### config.mk
export PLATFORM = sky130hd
export DESIGN_NAME = pipe_stage_buf
export DESIGN_NICKNAME = d
export VERILOG_FILES = /design/src/rtl/pipe_stage_buf.sv
export SDC_FILE = /design/constraint.sdc
export NUM_CORES = 1
export LEC_CHECK = 0
export ABC_AREA = 0
export ABC_CLOCK_PERIOD_IN_PS = 3200
export CAP_MARGIN = 20
export CORE_ASPECT_RATIO = 0.6
export CORE_MARGIN = 2
export CORE_UTILIZATION = 44
export DETAILED_ROUTE_END_ITERATION = 10
export PLACE_DENSITY = 0.8
export SLEW_MARGIN = 20
export SYNTH_ARGS = -nofsm -noshare
export SYNTH_HDL_FRONTEND = slang
export SYNTH_SLANG_ARGS = --single-unit
### constraint.sdc
create_clock -name clk -period 3.2 [get_ports clk]
set_input_delay 0.64 -clock clk [delete_from_list [all_inputs] [get_ports clk]]
set_output_delay 0.64 -clock clk [all_outputs]
set_load 0.01 [all_outputs]
### src/rtl/pipe_stage_buf.sv
// Inter-stage pipeline register with valid/ready handshake, optional 2-entry skid,
// flush squash and a saturating head-stall counter for the hazard unit.
module pipe_stage_buf #(
    parameter int                DATA_W      = 32,
    parameter logic [DATA_W-1:0] NOP_VALUE   = '0,
    parameter int                SKID        = 1,
    parameter int                STALL_CNT_W = 8
) (
    input  logic                   clk,
    input  logic                   rst,
    input  logic                   flush,
    input  logic                   i_valid,
    input  logic [DATA_W-1:0]      i_data,
    output logic                   o_ready,
    output logic                   o_valid,
    output logic [DATA_W-1:0]      o_data,
    input  logic                   i_ready,
    output logic [STALL_CNT_W-1:0] o_stall_cnt
);

    typedef enum logic [1:0] {
        EMPTY     = 2'd0,
        FULL      = 2'd1,
        SKID_FULL = 2'd2
    } state_t;

    localparam logic [STALL_CNT_W-1:0] CNT_MAX = {STALL_CNT_W{1'b1}};

    state_t                  r_state;
    state_t                  w_state_nx;
    logic [DATA_W-1:0]       r_main;
    logic [DATA_W-1:0]       w_skid;
    logic [STALL_CNT_W-1:0]  r_stall_cnt;
    logic                    w_in;
    logic                    w_out;
    logic                    w_load_in;
    logic                    w_load_skid;

    assign o_valid     = (r_state != EMPTY);
    assign o_data      = o_valid ? r_main : NOP_VALUE;
    assign o_stall_cnt = r_stall_cnt;

    assign w_in  = i_valid & o_ready;
    assign w_out = o_valid & i_ready;

    always_comb begin
        w_state_nx  = r_state;
        w_load_in   = 1'b0;
        w_load_skid = 1'b0;
        case (r_state)
            EMPTY: begin
                if (w_in) begin
                    w_state_nx = FULL;
                    w_load_in  = 1'b1;
                end
            end
            FULL: begin
                if (w_in && w_out) begin
                    w_load_in = 1'b1;
                end else if (w_out) begin
                    w_state_nx = EMPTY;
                end else if (w_in) begin
                    w_state_nx = SKID_FULL;
                end
            end
            SKID_FULL: begin
                if (w_out) begin
                    w_state_nx  = FULL;
                    w_load_skid = 1'b1;
                end
            end
            default: w_state_nx = EMPTY;
        endcase
        // Squash wins over any handshake outcome; only reset outranks it.
        if (flush) begin
            w_state_nx  = EMPTY;
            w_load_in   = 1'b0;
            w_load_skid = 1'b0;
        end
    end

    always_ff @(posedge clk) begin
        if (!rst) begin
            r_state <= EMPTY;
        end else begin
            r_state <= w_state_nx;
        end
    end

    // Payload storage carries no reset; o_data is masked by o_valid instead.
    always_ff @(posedge clk) begin
        if (w_load_in) begin
            r_main <= i_data;
        end else if (w_load_skid) begin
            r_main <= w_skid;
        end
    end

    always_ff @(posedge clk) begin
        if (!rst || flush || w_out) begin
            r_stall_cnt <= '0;
        end else if (o_valid && !i_ready && (r_stall_cnt != CNT_MAX)) begin
            r_stall_cnt <= r_stall_cnt + STALL_CNT_W'(1);
        end
    end

    generate
        if (SKID != 0) begin : g_skid
            logic [DATA_W-1:0] r_skid;
            logic              r_ready;

            always_ff @(posedge clk) begin
                if ((r_state == FULL) && w_in && !w_out && !flush) begin
                    r_skid <= i_data;
                end
            end

            // Registered ready: low exactly while the skid slot will be occupied.
            always_ff @(posedge clk) begin
                if (!rst) begin
                    r_ready <= 1'b1;
                end else begin
                    r_ready <= (w_state_nx != SKID_FULL);
                end
            end

            assign w_skid  = r_skid;
            assign o_ready = r_ready;
        end else begin : g_noskid
            assign w_skid  = NOP_VALUE;
            assign o_ready = ~o_valid | i_ready;
        end
    endgenerate

endmodule

After elaboration in Yosys (flattened, before gate mapping). Cells that the tools add are included.

Register bits: 75. Bits of input ports: 37. Output and inout port bits: 42.

Add/sub/neg operators: 1. Equal/unequal tests: 4. Multiplexer cells: 17. Bitwise gates (word level): 2. Reductions and logical operators: 15.

Operators by type and width (count): 32-bit two-way mux (3); 2-bit two-way mux (6); 8-bit by 1-bit adder with 8-bit output (second input constant) (1); 8-bit != test (second input constant) (1); 1-bit logical AND (6); 1-bit two-way mux (6); 2-bit case mux with 3 select lines (1); 1-bit zero test (4); 2-bit nonzero test (2); 1-bit bitwise AND (2); 2-bit by 1-bit == test with 1-bit output (second input constant) (1); 2-bit == test (second input constant) (1); 2-bit zero test (1); 1-bit logical OR (2); 2-bit != test (second input constant) (1); 1-bit case mux with 2 select lines (1).

Depth between registers and ports, before layout. Gate-level depths: netlist of run 1.

Depth in word-level cells: 7. Mapped depth: 5. Mapped depth without buffers: 5.

Least setup slack after synthesis of run 1. OpenSTA, ideal clock, no wires.

Path type: in2reg. Start point: in i_ready. End point: reg g_skid.r_skid[0], enable pin. Library setup time: 461 ps. Data arrival time: 3043 ps. Slack: -305 ps. Stages: 2. Path through: nand2b_1 nor3_1.

Cells in the longest elaborated chain, start to end: 4.

Ends and longest elaborated chain: start, declared (line 17) `input logic i_ready,`; 1-bit bitwise AND (line 44) `assign w_out = o_valid & i_ready;`; 1-bit zero test (line 113) `if ((r_state == FULL) && w_in && !w_out && !flush) begin`; 1-bit logical AND (2 in series) (line 113); end signal, assigned (line 114) `r_skid <= i_data;`; end, declared (line 109) `logic [DATA_W-1:0] r_skid;`.

Every way passes these cells. A chain may end at the register's enable or synchronous reset.

Final worst setup path of run 1.
Start point: reg r_state[1]. End point: out o_data[20].

Cells in the longest elaborated chain, start to end: 2.

Ends and longest elaborated chain: start, declared (line 29) `state_t r_state;`; start signal, assigned (line 86) `r_state <= w_state_nx;`; 2-bit nonzero test (line 39) `assign o_valid = (r_state != EMPTY);`; 32-bit two-way mux (line 40) `assign o_data = o_valid ? r_main : NOP_VALUE;`; end, declared (line 16) `output logic [DATA_W-1:0] o_data,`.

Every way passes these cells.

==> impl_metrics.tcl, run 1 <==
set metrics [dict create \
    status "finished, final reports clean" \
    synth_compound_area_share_pct 3.45 \
    critPathMaxFanout 33 \
    drive_gt1_share_pct 17.7 \
    start_kind "flop" \
    die_height_um 68.8 \
    final_max_slew_viol_count 0 \
    finalHoldViolCount 0 \
    rsz0062_at_grt "false" \
    worstSetupPathType "flop to primary output" \
    ant_nets 0 \
    syn_area_sq_mm 0.00308 \
    numCtsBuffers 9 \
    synth_xor_area_share_pct 0.284 \
    num_rows 23 \
    period_needed_ps 2590 \
    synth_top_area_share_pct 62.4 \
    tns_ps 0 \
    synth_seq_area_share_pct 69.5 \
    die_area_sq_mm 0.00771 \
    tritoncts "yes" \
    setup_violations 0 \
    cp_data_arrival_time_ps 1950 \
    synth_top_family_by_area "multiplexers" \
    hp-class "flop to flop" \
    antenna_cells_inserted 0 \
    hpwlAfterDp_um 4080 \
    clock-skew-final_ps 6.34 \
    clk_latency_ps 330 \
    synth.largest_area_cell "edfxtp_1" \
    grt_pass1_wl_um 9150 \
    slew_headroom_pct 67.6 \
    cts_root_buf "clkbuf_16" \
    tightest_slew_ps 484 \
    io_pins 79 \
    clock_sinks 75 \
    p_leak_nw 1.48 \
    antenna_found_initial 0 \
    fin_crit_sh_pct 80.9 \
    port_buffers 78 \
    ys_seq_elements 75 \
    grt.total_usage_pct 16.1 \
    drt_iter0_markers 115 \
    avgRoutedWirePerCell_um 15.8 \
    grt_max_degree 34 \
    fmax_mhz 386 \
    yosysWarnings 0 \
    maxCapViolCount 0 \
    cts_resized 0 \
    place_ws_ps 673 \
    syn_inst 203 \
    clkSlewWorstSetupHoldPaths_ps 50 \
    setup_ws_ps 611 \
    vdd_ir_drop_max_uv 363 \
    firstDrtPassIters 4 \
    cts_hold_buffers 0 \
    vias_per_cell 4.96 \
    post_cts_buffers 0 \
    synth_adder_area_share_pct 0.406 \
    nNetsFinal 327 \
    cp-end-kind "primary output" \
    synth_area_per_cell_sq_um 15.2 \
    synthMuxAreaShare_pct 12.7 \
    drt_wl_total_um 6020 \
    vias 1888 \
    coreArea_sq_mm 0.00673 \
    synthesis.nets 241 \
    grt_pass1_vias 1815 \
    synth_cell_types 30 \
    initial_core_util_pct 45.8 \
    ctsHtreeMaxLevel 3 \
    overflow 0 \
    drc 0 \
    area_growth_pct 40.5 \
    synthSimpleGateAreaFrac_pct 12.2 \
    required_ps 2560 \
    synthTopCellsByArea "edfxtp_1 62%, mux2_2 9.5%, dfxtp_1 7.1%, and2_1 6.5%, mux2_1 2.2%" \
    power_density_mw_per_mm2 538 \
    die_w_um 112 \
    gp_congestion 0.750 \
    cts.path.max_buffers 2 \
]
[through the flow]
step | hold WS [ps] | total power [mW] | area, sq um | std cells | util [%]
floorplan | 508 | 1.20 | 3090 | 203 | -
global placement | 509 | 1.30 | 4010 | 365 | 59.6
detailed placement | 515 | 1.31 | 4010 | 365 | 59.6
CTS | 529 | 2.36 | 4330 | 381 | 64.3
global route | 553 | 2.41 | 4330 | 381 | 64.3
finish | 526 | 2.33 | 4330 | 381 | 64.3
[final timing paths]
| kind | slack (ps) | to | cells after the start | startpoint |
|---|---|---|---|---|
| worst min register to register | 530 | o_stall_cnt[7] | 2 | o_stall_cnt[7] |
| worst max-delay path | 610 | o_data[20] | 4 | r_state[1] |
| worst min-delay path | 530 | o_stall_cnt[7] | 2 | o_stall_cnt[7] |
| worst max register to register | 1370 | r_main[1] | 5 | r_state[1] |
[registers in the layout, indices dropped and copies added (netlist names)]
register,count
r_state,2
o_stall_cnt,8
o_ready,1
g_skid.r_skid,32
r_main,32
[cell type report]
cell class / instances / area [sq um]
clock buffers: 10 / 229
fillers: 523 / 2400
multi-input cells: 119 / 913
flip-flops and latches: 75 / 2140
well taps: 87 / 109
clock inverters: 6 / 88.8
repair buffers: 83 / 843
inverters: 1 / 3.75
[critical path, stage by stage (launching register included)]
cell and delay, ps:
dfxtp_1 440, or2_1 160, buf_4 270, and2_1 200, clkdlybuf4s50_1 540
[synth_stat cells]
| cell type | n |
|---|---|
| nand2_1 | 4 |
| a41o_1 | 1 |
| o21bai_1 | 1 |
| nor3_1 | 2 |
| or3_2 | 2 |
| dfxtp_1 | 11 |
| nand3b_1 | 1 |
| nor2_1 | 7 |
| mux2i_1 | 3 |
| or3_1 | 4 |
| a21o_2 | 1 |
| or2_1 | 1 |
| edfxtp_1 | 64 |
| ha_1 | 1 |
| buf_6 | 1 |
| mux2_1 | 6 |
| nand2b_1 | 3 |
| and4_1 | 2 |
| and2_1 | 32 |
| xor2_1 | 1 |
| o21ai_0 | 6 |
| nand4_1 | 2 |
| or2b_1 | 1 |
| buf_2 | 3 |
| mux2_2 | 26 |
| nand3_1 | 3 |
| o21ba_2 | 1 |
| inv_1 | 1 |
| clkbuf_1 | 4 |
| a21oi_1 | 8 |
[cells by family after synthesis]
logic type	Yosys count
adder cells (fa/ha/maj)	1
XOR/XNOR	1
multiplexers	35
buffers and inverters	9
flip-flops	75
AO/OA/AOI/OAI	18
AND/OR/NAND/NOR	64
[layer usage]
| layer | track usage (%) | routed length [um] | vias up |
|---|---|---|---|
| li1 | - | - | 927 |
| met1 | 21.3 | 2750 | 875 |
| met2 | 25.2 | 2710 | 82 |
| met3 | 6.21 | 521 | 4 |
| met4 | 5.03 | 29 | 0 |
| met5 | 0 | 0 | - |
[where the power goes]
part,total (mW),internal (mW),switching [mW]
sequential,1.10,1.09,0.00662
clock,1.05,0.683,0.364
combinational,0.185,0.106,0.0788
total,2.33,1.88,0.450
[cell usage in the layout, fill, tap and decap left out, types with 2 or more instances in the layout]
cell type        netlist  layout
clkinvlp_4             0       2
buf_4                  0       3
nand3_1                3       3
nand2_1                4       4
a21oi_1                8       8
nor2_1                 7       6
mux2_2                26      26
clkbuf_16              0       9
mux2_1                 6       6
or3_1                  4       4
and2_1                32      32
bufinv_16              0       2
dfxtp_1               11      11
mux2i_1                3       3
o21ai_0                6       6
nand4_1                2       2
clkdlybuf4s50_1        0      78
buf_12                 0       2
and4_1                 2       2
or3_2                  2       2
nand2b_1               3       3
edfxtp_1              64      64
Note: power is estimated with default switching activity, not from simulation.
==> run 2: changes to the inputs <==
ABC_CLOCK_PERIOD_IN_PS = 2400   (was 3200)
CORE_UTILIZATION = 45   (was 44)
PLACE_DENSITY = 0.78   (was 0.8)
clock period = 2.4 ns   (was 3.2 ns; I/O delays follow)
==> run 2 against run 1 <==
First-iteration DRC count decreased by 31%. Highest routed layer unchanged. Critical endpoint is now o_data[22]. Final cell count increased by 1.0%. Sequential share of layout area decreased by 0.30 points. Cell area increased by 0.66%. Global-route usage increased by 0.95 points. Clock skew decreased by 1.9 ps. Register-to-register slack got worse by 610 ps. Via count increased by 2.0%. Critical path type unchanged.
==> impl_metrics.tcl, run 2 (same netlist as run 1, synthesis figures left out) <==
set metrics [dict create \
    post_cts_buffers 0 \
    vias_per_cell 5.00 \
    clkSlewWorstSetupHoldPaths_ps 50 \
    drt_wl_total_um 6050 \
    cts_hold_buffers 0 \
    fmax_mhz 436 \
    initial_core_util_pct 46.4 \
    setup_violations 0 \
    nNetsFinal 332 \
    finalPower_mw 3.10 \
    coreArea_sq_mm 0.00665 \
    slowest_delay_ps 550 \
    n_fill_cell 498 \
    fin_crit_sh_pct 95.6 \
    tns_ps 0 \
    finalHoldViolCount 0 \
    clock_sinks 75 \
    wl_met1_um 2910 \
    cts.path.max_buffers 2 \
    slew_headroom_pct 76.8 \
    hold_end "o_stall_cnt[7]" \
    final_max_slew_viol_count 0 \
    tightest_slew_ps 348 \
    wl_met2_um 2710 \
    grt.total_usage_pct 17.1 \
    dr.max_layer_used "met4" \
    wl_met3_um 394 \
    slowest_stage "clkdlybuf4s50_1" \
    drt_iter0_markers 79 \
    vdd_ir_drop_max_uv 392 \
    cp_data_arrival_time_ps 1810 \
    layout_common_cells "78 x clkdlybuf4s50_1, 64 x edfxtp_1, 32 x and2_1" \
    clk_latency_ps 320 \
    drc 0 \
    rr_worst_depth 4 \
    p_leak_nw 1.51 \
    period_needed_ps 2290 \
    hp-class "flop to flop" \
    vias 1926 \
    die_area_sq_mm 0.00755 \
    clock-skew-final_ps 4.42 \
    grt_max_degree 26 \
    r2r_start "o_stall_cnt[0]" \
    port_buffers 78 \
    status "finished, final reports clean" \
    overflow 0 \
    antenna_found_initial 0 \
    ant_nets 0 \
    whs_ps 529 \
    power_density_mw_per_mm2 710 \
    path_cells "or2_1, buf_4, and2_1, clkdlybuf4s50_1" \
    worstSetupPathType "flop to primary output" \
    place_ws_ps 203 \
    worstHoldStart "o_stall_cnt[7]" \
    ctsHtreeMaxLevel 3 \
    die_height_um 68.1 \
    cp-end-kind "primary output" \
    hpwlAfterDp_um 4230 \
    min_path_cells 2 \
    start_kind "flop" \
    setup_ws_ps 106 \
    grt_pass1_wl_um 9570 \
    die_w_um 111 \
    drive_gt1_share_pct 19.1 \
    final_util_pct 65.6 \
    avgRoutedWirePerCell_um 15.7 \
    area_growth_pct 41.4 \
    mostFrequentLayoutCell "clkdlybuf4s50_1" \
    reg2reg_to "o_stall_cnt[4]" \
    io_pins 79 \
    required_ps 1920 \
    multiInputGateArea_sq_um 913 \
    critPathMaxFanout 15 \
    antenna_cells_inserted 0 \
    grt_pass1_vias 1940 \
    rsz0062_at_grt "false" \
    num_rows 23 \
    firstDrtPassIters 4 \
    numCtsBuffers 9 \
    tritoncts "yes" \
    maxCapViolCount 0 \
    gp_congestion 0.777 \
    cts_root_buf "clkbuf_16" \
    rrSetupSlack_ps 760 \
    regArea_sq_mm 0.00214 \
]
==> run 2: through the flow <==
stage	instances	cell area, sq um
CTS	385	4360
finish	385	4360
detailed placement	370	4050
global route	385	4360
global placement	370	4050
floorplan	203	3090
==> run 2: how the worst max path moves through the flow <==
stage | from | end | slack, ps | cells after the start
floorplan | i_ready | g_skid.r_skid[0] | 30 | 2
global placement | i_ready | r_main[27] | 250 | 7
detailed placement | i_valid | r_main[6] | 200 | 6
CTS | r_state[1] | o_data[25] | 70 | 4
global route | r_state[0] | o_data[18] | 10 | 4
finish | r_state[0] | o_data[22] | 110 | 4
==> run 2: timing repair <==
| action | CTS | global route |
|---|---|---|
| setup endpoints to repair | 0 | 7 |
| resized for setup | 0 | 1 |
| endpoints found under the hold margin | 0 | 0 |
==> run 2: cell type report <==
cell class              count  share of cell area [%]
clock buffers              10                    5.25
inverters                   1                  0.0861
repair buffers             88                    20.2
well taps                  87                    2.50
flip-flops and latches     75                    49.2
clock inverters             5                    1.81
multi-input cells         119                    21.0
==> run 2: critical path, delay by kind of cell, from the launching register on <==
family | cells | cell delay (ps)
DFF | 1 | 430
and+or+nand+nor | 2 | 320
buffers and inverters | 2 | 740
==> run 2: per-layer routing <==
metal	GRT usage, %	vias to the layer above
met4	4.69	0
met1	22.3	921
met5	0	-
met3	6.64	5
li1	-	937
met2	27.1	63
==> run 2: power breakdown <==
group	internal [mW]	leakage [nW]	switching (mW)	total, mW
logic	0.149	0.676	0.105	0.253
clock network	0.902	0.152	0.476	1.38
registers	1.46	0.680	0.00962	1.47
